`src/rtl/mem_arb.sv`:
```
// mem_arb: two-port round-robin arbiter in front of a single-port synchronous RAM.
//
// The fetch port (if_*) and the load/store port (d_*) compete for one RAM.
// At most one request is granted per cycle. The winner drives the RAM in the
// same cycle. Read data returns to the owner RD_LAT cycles later through a
// {valid, owner} tag pipeline. A saturating counter records the number of
// cycles in which both ports requested at once.
//
// Ports:
//   clk, rst                       clock, asynchronous active-high reset
//   if_req/if_addr                 fetch read request
//   if_gnt/if_rvalid/if_rdata      fetch grant, read-data valid, read data
//   d_req/d_we/d_addr/d_wdata      load/store request
//   d_gnt/d_rvalid/d_rdata         load/store grant, load-data valid, load data
//   m_en/m_we/m_addr/m_wdata       RAM command
//   m_rdata                        RAM read data, valid RD_LAT cycles after a read
//   conflict_cnt                   saturating count of cycles with both reqs high
module mem_arb #(
    parameter int ADDR_W = 6,
    parameter int DATA_W = 32,
    parameter int RD_LAT = 1  // legal 1..4
) (
    input  logic              clk,
    input  logic              rst,

    input  logic              if_req,
    input  logic [ADDR_W-1:0] if_addr,
    output logic              if_gnt,
    output logic              if_rvalid,
    output logic [DATA_W-1:0] if_rdata,

    input  logic              d_req,
    input  logic              d_we,
    input  logic [ADDR_W-1:0] d_addr,
    input  logic [DATA_W-1:0] d_wdata,
    output logic              d_gnt,
    output logic              d_rvalid,
    output logic [DATA_W-1:0] d_rdata,

    output logic              m_en,
    output logic              m_we,
    output logic [ADDR_W-1:0] m_addr,
    output logic [DATA_W-1:0] m_wdata,
    input  logic [DATA_W-1:0] m_rdata,

    output logic [15:0]       conflict_cnt
);

    // 1 = data port was granted most recently; on a conflict the other port wins.
    logic              last_d_q, last_d_d;
    // Read-return tag pipeline: stage 0 is loaded in the grant cycle, the
    // last stage marks the cycle the RAM data is valid. owner 1 = data port.
    logic [RD_LAT-1:0] vld_q, vld_d;
    logic [RD_LAT-1:0] own_q, own_d;
    logic [15:0]       cnt_q, cnt_d;

    logic              conflict;
    logic              issue_rd;

    // NOTE: every signal written in an always_comb gets a default at the top;
    // a path that leaves one unassigned would infer a latch.
    always_comb begin
        conflict = if_req && d_req;

        // Fetch wins when alone, or on a conflict if data won last time.
        if_gnt = if_req && (!d_req || last_d_q);
        d_gnt  = d_req && !if_gnt;

        m_en    = if_gnt || d_gnt;
        m_we    = d_gnt && d_we;
        m_addr  = '0;
        m_wdata = '0;
        if (if_gnt) begin
            m_addr = if_addr;
        end else if (d_gnt) begin
            m_addr  = d_addr;
            m_wdata = d_wdata;
        end

        issue_rd = m_en && !m_we;

        last_d_d = last_d_q;
        if (m_en) begin
            last_d_d = d_gnt;
        end

        vld_d    = '0;
        own_d    = '0;
        vld_d[0] = issue_rd;
        own_d[0] = d_gnt;
        for (int i = 1; i < RD_LAT; i++) begin
            vld_d[i] = vld_q[i-1];
            own_d[i] = own_q[i-1];
        end

        cnt_d = cnt_q;
        if (conflict && (cnt_q != 16'hFFFF)) begin
            cnt_d = cnt_q + 16'd1;
        end
    end

    // NOTE: sequential state uses non-blocking assignments so every register
    // samples the pre-edge value of its inputs, independent of statement order.
    always_ff @(posedge clk or posedge rst) begin
        if (rst) begin
            last_d_q <= 1'b1;
            // NOTE: the owner tags are reset together with the valids even though
            // they are only looked at when valid; it keeps the outputs free of X.
            vld_q    <= '0;
            own_q    <= '0;
            cnt_q    <= '0;
        end else begin
            last_d_q <= last_d_d;
            vld_q    <= vld_d;
            own_q    <= own_d;
            cnt_q    <= cnt_d;
        end
    end

    assign if_rvalid    = vld_q[RD_LAT-1] && !own_q[RD_LAT-1];
    assign d_rvalid     = vld_q[RD_LAT-1] &&  own_q[RD_LAT-1];
    assign if_rdata     = m_rdata;
    assign d_rdata      = m_rdata;
    assign conflict_cnt = cnt_q;

endmodule

```
`config.mk`:
```
export PLATFORM = sky130hd
export DESIGN_NAME = mem_arb
export DESIGN_NICKNAME = d
export VERILOG_FILES = /design/src/rtl/mem_arb.sv
export SDC_FILE = /design/constraint.sdc
export NUM_CORES = 1
export LEC_CHECK = 0
export BUFFER_PORTS_ARGS = -buffer_cell sky130_fd_sc_hd__buf_2
export CAP_MARGIN = 20
export CELL_PAD_IN_SITES_DETAIL_PLACEMENT = 1
export CELL_PAD_IN_SITES_GLOBAL_PLACEMENT = 2
export CORE_MARGIN = 4
export CORE_UTILIZATION = 16
export DETAILED_ROUTE_END_ITERATION = 8
export GPL_TIMING_DRIVEN = 0
export PLACE_DENSITY = 0.95
export SLEW_MARGIN = 10
export SYNTH_ARGS = -nofsm -noshare
export SYNTH_HDL_FRONTEND = slang
export SYNTH_SLANG_ARGS = --single-unit
```
`constraint.sdc`:
```
create_clock -name clk -period 3.4 [get_ports clk]
set_clock_uncertainty 0.2 [all_clocks]
set_input_delay 0.34 -clock clk [delete_from_list [all_inputs] [get_ports clk]]
set_output_delay 0.34 -clock clk [all_outputs]
set_load 0.05 [all_outputs]
```
==> metrics.cfg <==
[sta]
drv_slew=0
rsz0062_at_grt=false
tns_ns=0
min_period_ns=2.560
max_slew_margin=0.5055
fin_hold_ws_ns=-0.01025
fin_crit_sh=0.7530
max_freq_mhz=390.6
tightest_slew_ns=0.7409
setup_viol=0
final-hold-violation-count=11

[floorplan]
die-width_um=112.4
core_um2=10460
io_pins=205
fp.dieArea_um2=12630
die_h_um=112.4
rows=37
initial_utilization=0.1666

[pwr]
switching_power_mw=0.6421
clkPwrFrac=0.138
p_seq_frac=0.277
p_sw_frac=0.5441
cellLeakagePower_nw=1.656
combinationalPowerShare=0.586
internal-power_mw=0.5381
pwr_density_cell_nw_per_um2=418.5
ir_drop_mv=0.1374

[route]
via_per_inst=3.796
routed_wl_um=6644
drc=0
wl_per_cell_um=12.80
ant_nets=0
vias=1970
drtIter0Drc=65
first_pass_iters=4

[critical_path]
crit_start=last_d_q
startpoint_type=flip-flop
crit_fanout=11
worstSetupPathType=flip-flop to output port
cp-endpoint=m_wdata[30]
critPathCaptureType=output port
r2r_slack_ns=1.36
ff2ff_path_depth=5
r2r_start=conflict_cnt[0]
r2r-end=conflict_cnt[1]
required_ns=2.86
arrival_ns=2.02

[global_route]
antenna_found_initial=0
grt_pass1_vias=2132
gr-usage-all-layers=0.09816
grt_max_degree=20
overflow=0
grt_pass1_wl_um=10520

[cts]
postCtsSetupRepairBufs=0
cts_tree=built
h-tree-depth=1
clock_sinks=19
cts_hold_buf=0
root_buffer=clkbuf_8
cts_buffer_depth=2
ctsResizeCount=0
clock_latency_ns=0.26
cts.clk_slew.worst_paths_ns=0.08
numCtsBuffers=3

[place]
portBuffers=172
dp_cells=515
dp_hpwl_um=5875
gp_congestion=0.7688

[logic_synthesis]
ys_seq_area_frac=0.2735
synthCells=207
netlist_top_cells_area=buf_4 (28%), dfrtp_1 (26%), and2_1 (12%)
synth-seq-cells=19
synth-warning-count=0
synth_top_area_frac=0.2757
syn_nets=289
syn_avg_cell_area_um2=8.420
synthesis.area_um2=1743
yosys.area.top_type=buf_4
ys_types=32

[cells_and_area]
fin_nets=466
final_cell_mix=buf_2 (172), buf_4 (64), and2_1 (34)
fin_cells=519
diodes=0
area_delta_synth_final_pct=61.81
drive_gt1_frac=0.6527
final_common_cell=buf_2

[hold_path]
hp-class=input port to async pin

[flow_run]
cap_violations=0

[outcome]
status=finished, violations left
violations=hold timing

state kept, by name, indices dropped and copies added (netlist names):
signal and count:
own_q 1, vld_q 1, conflict_cnt 16, last_d_q 1
layer usage:
metal,global-route usage,wire [µm],up-vias
li1,-,-,964
met1,0.1033,2304,905
met2,0.1935,3696,95
met3,0.02264,571,6
met4,0.02564,72,0
met5,0,0,-
layout make-up:
cell class / count / area (µm²)
plain buffers: 69 / 499.2
clock buffers: 3 / 41.29
clock inverters: 1 / 5.005
fillers: 1309 / 7642
inverters: 3 / 11.26
multi-input cells: 116 / 755.7
flip-flops and latches: 19 / 476.7
well taps: 136 / 170.2
repair buffers: 172 / 860.8
synth_stat cells:
library cell / instances
nor4_1: 2
or2_2: 2
buf_4: 64
nand4_2: 1
mux2_4: 1
o21ai_0: 7
dfstp_2: 1
inv_1: 3
xor2_1: 7
dfrtp_1: 18
ha_1: 1
nor4_2: 1
xnor2_1: 5
a21oi_1: 2
nor4_4: 2
nor2_1: 3
nor4b_1: 1
nand3_1: 6
and2_1: 34
and3_1: 2
clkbuf_1: 5
and4_1: 1
nand2_1: 18
nor2_2: 1
nor3_1: 3
a21boi_0: 2
nand3_2: 1
nor2b_1: 2
nand4_1: 6
a31oi_1: 3
a21boi_1: 1
mux2_1: 1
worst min-delay path by stage:
stage | start | cells past startpoint | to
floorplan | rst | 1 | conflict_cnt[0]
global placement | last_d_q | 2 | last_d_q
detailed placement | last_d_q | 2 | last_d_q
CTS | rst | 2 | conflict_cnt[8]
global route | rst | 2 | conflict_cnt[8]
finish | rst | 2 | conflict_cnt[8]
critical path, stage by stage, from the launching register on:
cell	delay (ns)
dfstp_2	0.38
inv_1	0.05
a21boi_1	0.11
nor2b_1	0.43
clkbuf_1	0.36
and2_1	0.18
buf_2	0.26
power groups by stage:
stage          clock, mW  sequential [mW]  combinational [mW]
5_1_grt            0.176            0.338               0.736
2_1_floorplan          0            0.431               0.424
3_5_place_dp           0            0.330               0.701
6_report           0.162            0.326               0.691
4_1_cts            0.167            0.328               0.702
3_3_place_gp           0            0.325               0.691
per-stage QoR:
step           cell area, µm²  total power [mW]  hold slack, ns  setup WS (ns)    util
2_1_floorplan            1743            0.8550         0.09039         0.6905       -
3_3_place_gp             2774             1.017          0.2856         0.8709  0.2651
3_5_place_dp             2774             1.031          0.2903         0.8461  0.2651
4_1_cts                  2820             1.197         0.02082         0.7184  0.2696
5_1_grt                  2820             1.250         0.05895         0.5657  0.2696
6_report                 2820             1.180        -0.01025         0.8397  0.2696
cell families after synthesis:
family,count (synthesis),synth area share
xor gates and xnor gates,12,0.06030
buffers and inverters,72,0.2929
DFF,19,0.2735
muxes,2,0.01507
AOI/OAI and AO/OA,15,0.04953
adders and majority gates,1,0.007178
and+or+nand+nor,86,0.3015
(Power assumes the default switching activity.)
